**src/rtl/alu_seq.sv**
```systemverilog
`default_nettype none
// ============================================================================
// Module      : alu_seq
// Description : Registered ALU with start/done handshake, status flags and an
//               iterative shift-add multiplier.
// Revision    : 1.0 - initial release
// ============================================================================
module alu_seq #(
  parameter int WIDTH = 8
) (
  input  logic             clk,
  input  logic             rst_n,
  input  logic             start,
  input  logic [3:0]       alus,
  input  logic [WIDTH-1:0] ac,
  input  logic [WIDTH-1:0] bus,
  output logic [WIDTH-1:0] dout,
  output logic             busy,
  output logic             done,
  output logic             err,
  output logic             flag_z,
  output logic             flag_n,
  output logic             flag_c,
  output logic             flag_v
);

  localparam int             CW     = $clog2(WIDTH) + 1;
  localparam int             MSB    = WIDTH - 1;
  localparam logic [CW-1:0]  c_LAST = CW'(WIDTH - 1);

  localparam logic [3:0] c_OP_CLR  = 4'h0;
  localparam logic [3:0] c_OP_ADD  = 4'h1;
  localparam logic [3:0] c_OP_SUB  = 4'h2;
  localparam logic [3:0] c_OP_INC  = 4'h3;
  localparam logic [3:0] c_OP_MOVR = 4'h4;
  localparam logic [3:0] c_OP_AND  = 4'h5;
  localparam logic [3:0] c_OP_OR   = 4'h6;
  localparam logic [3:0] c_OP_NOT  = 4'h7;
  localparam logic [3:0] c_OP_XOR  = 4'h8;
  localparam logic [3:0] c_OP_LDAC = 4'h9;
  localparam logic [3:0] c_OP_SHL  = 4'hA;
  localparam logic [3:0] c_OP_SHR  = 4'hB;
  localparam logic [3:0] c_OP_MUL  = 4'hC;

  typedef enum logic [0:0] {
    S_IDLE = 1'b0,
    S_MUL  = 1'b1
  } state_t;

  state_t               r_state, w_state_nxt;
  logic [WIDTH-1:0]     r_dout, w_dout_nxt;
  logic                 r_z, r_n, r_c, r_v;
  logic                 w_z_nxt, w_n_nxt, w_c_nxt, w_v_nxt;
  logic                 r_busy, w_busy_nxt;
  logic                 r_done, w_done_nxt;
  logic                 r_err, w_err_nxt;
  logic [CW-1:0]        r_cnt, w_cnt_nxt;
  logic [2*WIDTH-1:0]   r_mcand, w_mcand_nxt;
  logic [WIDTH-1:0]     r_mplier, w_mplier_nxt;
  logic [2*WIDTH-1:0]   r_acc, w_acc_nxt;

  logic [WIDTH:0]       w_sum;
  logic [WIDTH-1:0]     w_res;
  logic                 w_c, w_v, w_legal;
  logic [2*WIDTH-1:0]   w_acc_step;
  logic [WIDTH-1:0]     w_prod_lo;
  logic [WIDTH-1:0]     w_prod_hi;

  // Single-cycle operations evaluate straight from the ports: the operands
  // are only needed on the start edge itself.
  always_comb begin
    w_sum   = '0;
    w_res   = '0;
    w_c     = 1'b0;
    w_v     = 1'b0;
    w_legal = 1'b1;
    case (alus)
      c_OP_CLR:  w_res = '0;
      c_OP_ADD: begin
        w_sum = {1'b0, ac} + {1'b0, bus};
        w_res = w_sum[WIDTH-1:0];
        w_c   = w_sum[WIDTH];
        w_v   = (ac[MSB] == bus[MSB]) && (w_res[MSB] != ac[MSB]);
      end
      c_OP_SUB: begin
        w_sum = {1'b0, ac} - {1'b0, bus};
        w_res = w_sum[WIDTH-1:0];
        w_c   = w_sum[WIDTH];
        w_v   = (ac[MSB] != bus[MSB]) && (w_res[MSB] != ac[MSB]);
      end
      c_OP_INC: begin
        w_sum = {1'b0, ac} + {{WIDTH{1'b0}}, 1'b1};
        w_res = w_sum[WIDTH-1:0];
        w_c   = w_sum[WIDTH];
        w_v   = ~ac[MSB] & w_res[MSB];
      end
      c_OP_MOVR: w_res = bus;
      c_OP_AND:  w_res = ac & bus;
      c_OP_OR:   w_res = ac | bus;
      c_OP_NOT:  w_res = ~ac;
      c_OP_XOR:  w_res = ac ^ bus;
      c_OP_LDAC: w_res = bus;
      c_OP_SHL: begin
        w_res = {ac[WIDTH-2:0], 1'b0};
        w_c   = ac[MSB];
      end
      c_OP_SHR: begin
        w_res = {1'b0, ac[WIDTH-1:1]};
        w_c   = ac[0];
      end
      c_OP_MUL:  w_res = '0;
      default:   w_legal = 1'b0;
    endcase
  end

  // One multiplier bit per cycle; the final step feeds the result directly.
  assign w_acc_step = r_acc + (r_mplier[0] ? r_mcand : '0);
  assign w_prod_lo  = w_acc_step[WIDTH-1:0];
  assign w_prod_hi  = w_acc_step[2*WIDTH-1:WIDTH];

  always_comb begin
    w_state_nxt  = r_state;
    w_dout_nxt   = r_dout;
    w_z_nxt      = r_z;
    w_n_nxt      = r_n;
    w_c_nxt      = r_c;
    w_v_nxt      = r_v;
    w_busy_nxt   = r_busy;
    w_done_nxt   = 1'b0;
    w_err_nxt    = 1'b0;
    w_cnt_nxt    = r_cnt;
    w_mcand_nxt  = r_mcand;
    w_mplier_nxt = r_mplier;
    w_acc_nxt    = r_acc;
    case (r_state)
      S_IDLE: begin
        if (start) begin
          if (alus == c_OP_MUL) begin
            w_mcand_nxt  = {{WIDTH{1'b0}}, ac};
            w_mplier_nxt = bus;
            w_acc_nxt    = '0;
            w_cnt_nxt    = '0;
            w_busy_nxt   = 1'b1;
            w_state_nxt  = S_MUL;
          end else if (!w_legal) begin
            w_done_nxt = 1'b1;
            w_err_nxt  = 1'b1;
          end else begin
            w_dout_nxt = w_res;
            w_z_nxt    = (w_res == '0);
            w_n_nxt    = w_res[MSB];
            w_c_nxt    = w_c;
            w_v_nxt    = w_v;
            w_done_nxt = 1'b1;
          end
        end
      end
      S_MUL: begin
        w_acc_nxt    = w_acc_step;
        w_mcand_nxt  = r_mcand << 1;
        w_mplier_nxt = r_mplier >> 1;
        w_cnt_nxt    = r_cnt + CW'(1);
        if (r_cnt == c_LAST) begin
          w_dout_nxt  = w_prod_lo;
          w_z_nxt     = (w_prod_lo == '0);
          w_n_nxt     = w_prod_lo[MSB];
          w_c_nxt     = |w_prod_hi;
          w_v_nxt     = 1'b0;
          w_done_nxt  = 1'b1;
          w_busy_nxt  = 1'b0;
          w_state_nxt = S_IDLE;
        end
      end
      default: w_state_nxt = S_IDLE;
    endcase
  end

  always_ff @(posedge clk or negedge rst_n) begin
    if (!rst_n) begin
      r_state  <= S_IDLE;
      r_dout   <= '0;
      r_z      <= 1'b0;
      r_n      <= 1'b0;
      r_c      <= 1'b0;
      r_v      <= 1'b0;
      r_busy   <= 1'b0;
      r_done   <= 1'b0;
      r_err    <= 1'b0;
      r_cnt    <= '0;
      r_mcand  <= '0;
      r_mplier <= '0;
      r_acc    <= '0;
    end else begin
      r_state  <= w_state_nxt;
      r_dout   <= w_dout_nxt;
      r_z      <= w_z_nxt;
      r_n      <= w_n_nxt;
      r_c      <= w_c_nxt;
      r_v      <= w_v_nxt;
      r_busy   <= w_busy_nxt;
      r_done   <= w_done_nxt;
      r_err    <= w_err_nxt;
      r_cnt    <= w_cnt_nxt;
      r_mcand  <= w_mcand_nxt;
      r_mplier <= w_mplier_nxt;
      r_acc    <= w_acc_nxt;
    end
  end

  assign dout   = r_dout;
  assign busy   = r_busy;
  assign done   = r_done;
  assign err    = r_err;
  assign flag_z = r_z;
  assign flag_n = r_n;
  assign flag_c = r_c;
  assign flag_v = r_v;

endmodule
`default_nettype wire

```
**config.mk**
```make
export PLATFORM = sky130hd
export DESIGN_NAME = alu_seq
export DESIGN_NICKNAME = d
export VERILOG_FILES = /design/src/rtl/alu_seq.sv
export SDC_FILE = /design/constraint.sdc
export NUM_CORES = 1
export LEC_CHECK = 0
export CELL_PAD_IN_SITES_DETAIL_PLACEMENT = 1
export CELL_PAD_IN_SITES_GLOBAL_PLACEMENT = 2
export CORE_AREA = 8 8 125 127
export CTS_CLUSTER_SIZE = 20
export DETAILED_ROUTE_END_ITERATION = 6
export DIE_AREA = 0 0 133 135
export PLACE_DENSITY_LB_ADDON = 0.1
export SLEW_MARGIN = 20
export SYNTH_ARGS = -nofsm -noshare
export SYNTH_HDL_FRONTEND = slang
export SYNTH_SLANG_ARGS = --single-unit
```
**constraint.sdc**
```tcl
create_clock -name clk -period 5.7 [get_ports clk]
set_input_delay 1.71 -clock clk [delete_from_list [all_inputs] [get_ports clk]]
set_output_delay 1.71 -clock clk [all_outputs]
set_load 0.05 [all_outputs]
```
**Word-level counts from Yosys, hierarchy flattened**

Index checks and enable logic that the tools add are counted.
W data, S select, Z words.

- $add $sub $neg: 5
- Multiply operators: 0
- Div/mod/pow operators: 0
- Magnitude comparators: 0
- Equality and inequality tests: 22
- Shifts and indexed selects: 0
- Mux-type cells: 57
- Bitwise operators: 7
- Reduce and logical (&&, ||, !) cells: 11

Operators with widths:

| cell | number |
|---|---|
| $mux W16 | 5 |
| $pmux W8 S10 | 1 |
| $pmux W16 S2 | 2 |
| $mux W8 | 6 |
| $pmux W8 S2 | 2 |
| $mux W1 | 29 |
| $eq A4 B3 Y1 const B | 5 |
| $eq A4 B4 Y1 const B | 5 |
| $add A16 B16 Y16 | 1 |
| $logic_not A8 Y1 | 2 |
| $pmux W1 S2 | 7 |
| $reduce_or A13 Y1 | 1 |
| $add A8 B1 Y9 const B | 1 |
| $add A8 B8 Y9 | 1 |
| $sub A8 B8 Y9 | 1 |
| $and A8 B8 Y8 | 1 |
| $eq A4 B2 Y1 const B | 2 |
| $mux W4 | 2 |
| $ne A2 B2 Y1 const B | 4 |
| $not A8 Y8 | 1 |
| $or A8 B8 Y8 | 1 |
| $pmux W4 S2 | 1 |
| $reduce_or A8 Y1 | 1 |
| $xor A8 B8 Y8 | 1 |
| other kinds (15) | 19 |

- Register bits after elaboration: 60
- Bits in latches: 0
- Bits in writable memories: 0
- Bits in read-only memories: 0
- Output and inout port bits: 15
- Word-level logic and storage cells: 115
- Memories: 0

**Logic depth before layout (Yosys ltp)**

- Word-level depth: 8
- Depth in mapped cells: 11
- Mapped depth without buffers: 10

**Worst setup path after synthesis**

Ideal clock, no wire load.

- Path type: input-to-reg
- Start: input port ac[0]
- End: register r_z (netlist: flag_z)
- Library setup time: 0.087 ns
- Arrival: 4.091 ns
- Data required time: 5.613 ns
- Slack: 1.523 ns
- Stages on the path: 10
- Buffers on the path: 0
- Path through: inv_1 > ha_1 > fa_1 > nor3_1 > nor3_1 > o31a_1 > a221o_1 > a211o_1 > or4_1 > o211ai_1

- Cells in the longest elaborated chain, start to end: 7
- Elaborated cells between the ends (all ways): 13

RTL lines:

| what | RTL line | text |
|---|---|---|
| from (decl) | 15 | `input logic [WIDTH-1:0] ac,` |
| $add A8 B1 Y9, or another cell as far along | 92 | `w_sum = {1'b0, ac} + {{WIDTH{1'b0}}, 1'b1};` |
| $pmux W8 S10 * | 77 | `case (alus)` |
| $logic_not A8 Y1 * | 150 | `w_z_nxt = (w_res == '0);` |
| $mux W1 * | 145 | `end else if (!w_legal) begin` |
| $mux W1 * | 138 | `if (alus == c_OP_MUL) begin` |
| $mux W1 * | 137 | `if (start) begin` |
| $pmux W1 S2 * | 135 | `case (r_state)` |
| to (signal assigned) | 196 | `r_z <= w_z_nxt;` |
| to (decl) | 52 | `logic r_z, r_n, r_c, r_v;` |

Every way passes the cells marked *; elsewhere a longest branch is shown, timed or not. The select of a mux whose other input is x is not followed.
A chain may end at the register's enable or synchronous reset.

**Worst setup path in the final report**

- Start: input port ac[0]
- End: register r_c (netlist: flag_c)

- Cells in the longest elaborated chain, start to end: 6
- Elaborated cells between the ends (all ways): 8

RTL lines:

| what | RTL line | text |
|---|---|---|
| $add A8 B1 Y9, or another cell as far along | 92 |  |
| $pmux W1 S5 * | 77 |  |
| $mux W1 * | 145 |  |
| $mux W1 * | 138 |  |
| $mux W1 * | 137 |  |
| $pmux W1 S2 * | 135 |  |
| to (signal assigned) | 198 | `r_c <= w_c_nxt;` |
| to (decl) | 52 |  |

Marked as above.

==> results.sh <==
export IMPL_slew_viol_final=0
export IMPL_final_cells=855
export IMPL_cts_setup_buffers=0
export IMPL_clkTransAtPathRegs_ns=0.05
export IMPL_synth_edff_count=0
export IMPL_post_route_drc_count=0
export IMPL_synth_nets=713
export IMPL_num_rows=43
export IMPL_dp_slack_ns=0.385
export IMPL_drtPass1Iterations=4
export IMPL_maxCapViolCount=0
export IMPL_dieWidth_um=133
export IMPL_status="finished clean"
export IMPL_clockPowerShare=0.268
export IMPL_fin_area_mm2=0.00610
export IMPL_rsz0062_at_grt="false"
export IMPL_finalSetupViolations=0
export IMPL_hold_viol=0
export IMPL_p_leak_nw=2.69
export IMPL_hold_class="flop to flop"
export IMPL_power_frac_seq=0.300
export IMPL_ys_warn_count=0
export IMPL_coreArea_mm2=0.0136
export IMPL_clock_path_buffers=2
export IMPL_ys_types=73
export IMPL_reg2reg_setup_slack_ns=2.14
export IMPL_crit_path_end_kind="flop"
export IMPL_root_buffer="clkbuf_16"
export IMPL_dieHeight_um=135
export IMPL_cellPowerDensity_mw_per_mm2=387
export IMPL_worstPathRequired_ns=5.91
export IMPL_place_gp_congestion=0.924
export IMPL_post_route_util=0.448
export IMPL_fin_hold_ws_ns=0.488
export IMPL_io_buffers=37
export IMPL_postCtsResizedCells=0
export IMPL_place_inst=839
export IMPL_synthCells=644
export IMPL_power_frac_comb=0.432
export IMPL_cts_tree="yes"
export IMPL_post_route_min_period_ns=4.98
export IMPL_p_total_mw=2.36
export IMPL_path_class="primary input to flop"
export IMPL_wirelength_um=18400
export IMPL_synth_area_leaders="dfrtp_1, ha_1, nand2_1, o21ai_0, a21oi_1"
export IMPL_final_layout_size_suffix_gt1_frac=0.0904
export IMPL_avgSynthCellArea_um2=8.09
export IMPL_cp_start_kind="primary input"
export IMPL_avgRoutedWirePerCell_um=21.5
export IMPL_holdBufCountCts=0
export IMPL_cp_data_arrival_time_ns=5.19
export IMPL_hold_start="r_acc[13]"
export IMPL_gr_total_overflow=0
export IMPL_fin_worst_skew_ns=0.00702
export IMPL_yosysTopAreaCell="dfrtp_1"
export IMPL_swShare=0.421
export IMPL_post_dp_cell_area_mm2=0.00576
export IMPL_drtIter0Drc=350
export IMPL_grt_usage=0.210
export IMPL_period_share=0.873
export IMPL_grt_pass1_wl_um=29600
export IMPL_cts_made_buffers=9
export IMPL_grt_pass1_vias=5263
export IMPL_fin_ws_ns=0.724
export IMPL_pin_count=38
export IMPL_vias=4986
export IMPL_synth_top_area_share=0.283
export IMPL_h_tree_depth=3
export IMPL_r2r_start="r_mplier[0]"
export IMPL_worstPathMaxFanout=9
export IMPL_ys_async_sr_fraction=1.00
export IMPL_crit_start="ac[0]"
export IMPL_cp_cell_sequence="clkdlybuf4s50_1 > inv_1 > ha_1 > fa_1 > nor3_1 > o31ai_1 > a31o_2 > o41ai_1 > o211ai_1 > or4_1 > o31a_1"
export IMPL_max_freq_mhz=201
export IMPL_antenna_left=0
export IMPL_slew_headroom=0.330
export IMPL_worstMarginPinSlew_ns=1.01
export IMPL_fillers=1650
export IMPL_viasPerCell=5.83
export IMPL_seq_area_frac_synth=0.283
export IMPL_insertion_delay_ns=0.34
export IMPL_synth_main_ff_cell="dfrtp_1"
export IMPL_area_growth_pct=17.1
export IMPL_slowest_stage="clkdlybuf4s50_1"
export IMPL_grt_max_degree=60
export IMPL_initial_core_util=0.383
export IMPL_antenna_found_initial=0
export IMPL_synth_area_mm2=0.00521
export IMPL_setup_tns_ns=0
export IMPL_p_int_mw=1.37
export IMPL_p_sw_uw=994
export IMPL_hpwl_um=13900
export IMPL_max_stage_delay_ns=0.67
export IMPL_clkSinkCount=59
export IMPL_ir_drop_mv=0.187
export IMPL_die_area_mm2=0.0180
export IMPL_antenna_cells=0
export IMPL_fin_nets=739
export IMPL_synth_seq_cells=59
sequential cells by signal, summed over array words and instances (netlist names), 4 cells and up:
register,count
r_cnt,4
r_mplier,8
dout,7
r_mcand,16
r_acc,16
cell families after synthesis:
logic type,share of synthesized area
xor gates and xnor gates,0.0319
and+or+nand+nor,0.231
AOI/OAI and AO/OA,0.260
muxes,0.0250
DFF,0.283
buffers and inverters,0.0540
adders and majority gates,0.115
layout by cell type, fill, tap and decap left out, types with 7 or more instances in the layout:
| cell | Yosys | routed |
|---|---|---|
| nor3_1 | 10 | 10 |
| clkdlybuf4s50_1 | 0 | 36 |
| nand3b_1 | 8 | 8 |
| a22o_1 | 8 | 8 |
| a21oi_1 | 43 | 43 |
| a221oi_1 | 8 | 8 |
| inv_1 | 25 | 25 |
| mux2i_1 | 7 | 7 |
| nand3_1 | 14 | 14 |
| and2_1 | 19 | 19 |
| buf_4 | 1 | 19 |
| a21o_1 | 11 | 11 |
| dfrtp_1 | 59 | 58 |
| clkbuf_16 | 0 | 9 |
| xnor2_1 | 16 | 16 |
| nor2_1 | 46 | 46 |
| o21ai_0 | 63 | 63 |
| ha_1 | 43 | 43 |
| nand2_1 | 88 | 88 |
per-layer routing:
metal	GRT usage	part of all wire	vias up
met5	0	0	-
met2	0.329	0.46	100
met1	0.278	0.48	2479
met4	0.0770	0.021	0
met3	0.0468	0.044	23
li1	-	-	2384
cell type report:
cell class,count,area (um2),area share
Multi-Input combinational cell,519,3450,0.566
Sequential cell,59,1480,0.242
Timing Repair Buffer,56,508,0.0833
Clock buffer,9,225,0.0369
Tap cell,180,225,0.0369
Clock inverter,7,116,0.0191
Inverter,25,93.8,0.0154
power by group through the flow:
stage / registers (mW) / logic [mW] / clock network (mW)
3_5_place_dp: 0.717 / 1.02 / 0
2_1_floorplan: 0.786 / 0.617 / 0
6_report: 0.709 / 1.02 / 0.633
4_1_cts: 0.711 / 1.03 / 0.648
5_1_grt: 0.735 / 1.12 / 0.666
3_3_place_gp: 0.709 / 0.994 / 0
synthesized netlist by cell type, types with 3 or more instances:
master,count
a31o_2,4
nor2b_1,4
a22oi_1,5
nor3b_1,6
mux2i_1,7
nor3_1,10
a221oi_1,8
ha_1,43
dfrtp_1,59
a31oi_1,5
nand2_1,88
nand3b_1,8
a22o_1,8
fa_1,3
and3_1,6
o221ai_1,5
nand4_1,4
o32ai_1,3
o211ai_1,6
a21o_1,11
clkbuf_1,25
and2_1,19
or4_1,3
and3b_1,5
xor2_1,3
nand2b_1,6
o21bai_1,3
a221o_1,5
inv_1,25
nand3_1,14
a21oi_1,43
a211oi_1,6
o31ai_1,3
o21ai_0,63
mux2_2,4
nor2_1,46
xnor2_1,16
buf_2,10
buf_1,3
o221a_2,3
worst paths after layout:
| check | end | depth (start not counted) |
|---|---|---|
| setup reg to reg | flag_c | 9 |
| max in group asynchronous | r_state | 2 |
| hold / removal | r_acc[13] | 2 |
| hold reg to reg | r_acc[13] | 2 |
| min in group asynchronous | r_acc[1] | 2 |
| setup / recovery | flag_c | 11 |
worst max-delay path, delay by kind of cell:
kind	cells	cell delay, ns
buffers and inverters	2	0.79
AO/OA/AOI/OAI	5	1.24
adder cells (fa/ha/maj)	2	0.69
AND/OR/NAND/NOR	2	0.75
Note: power is estimated with default switching activity, not from simulation.
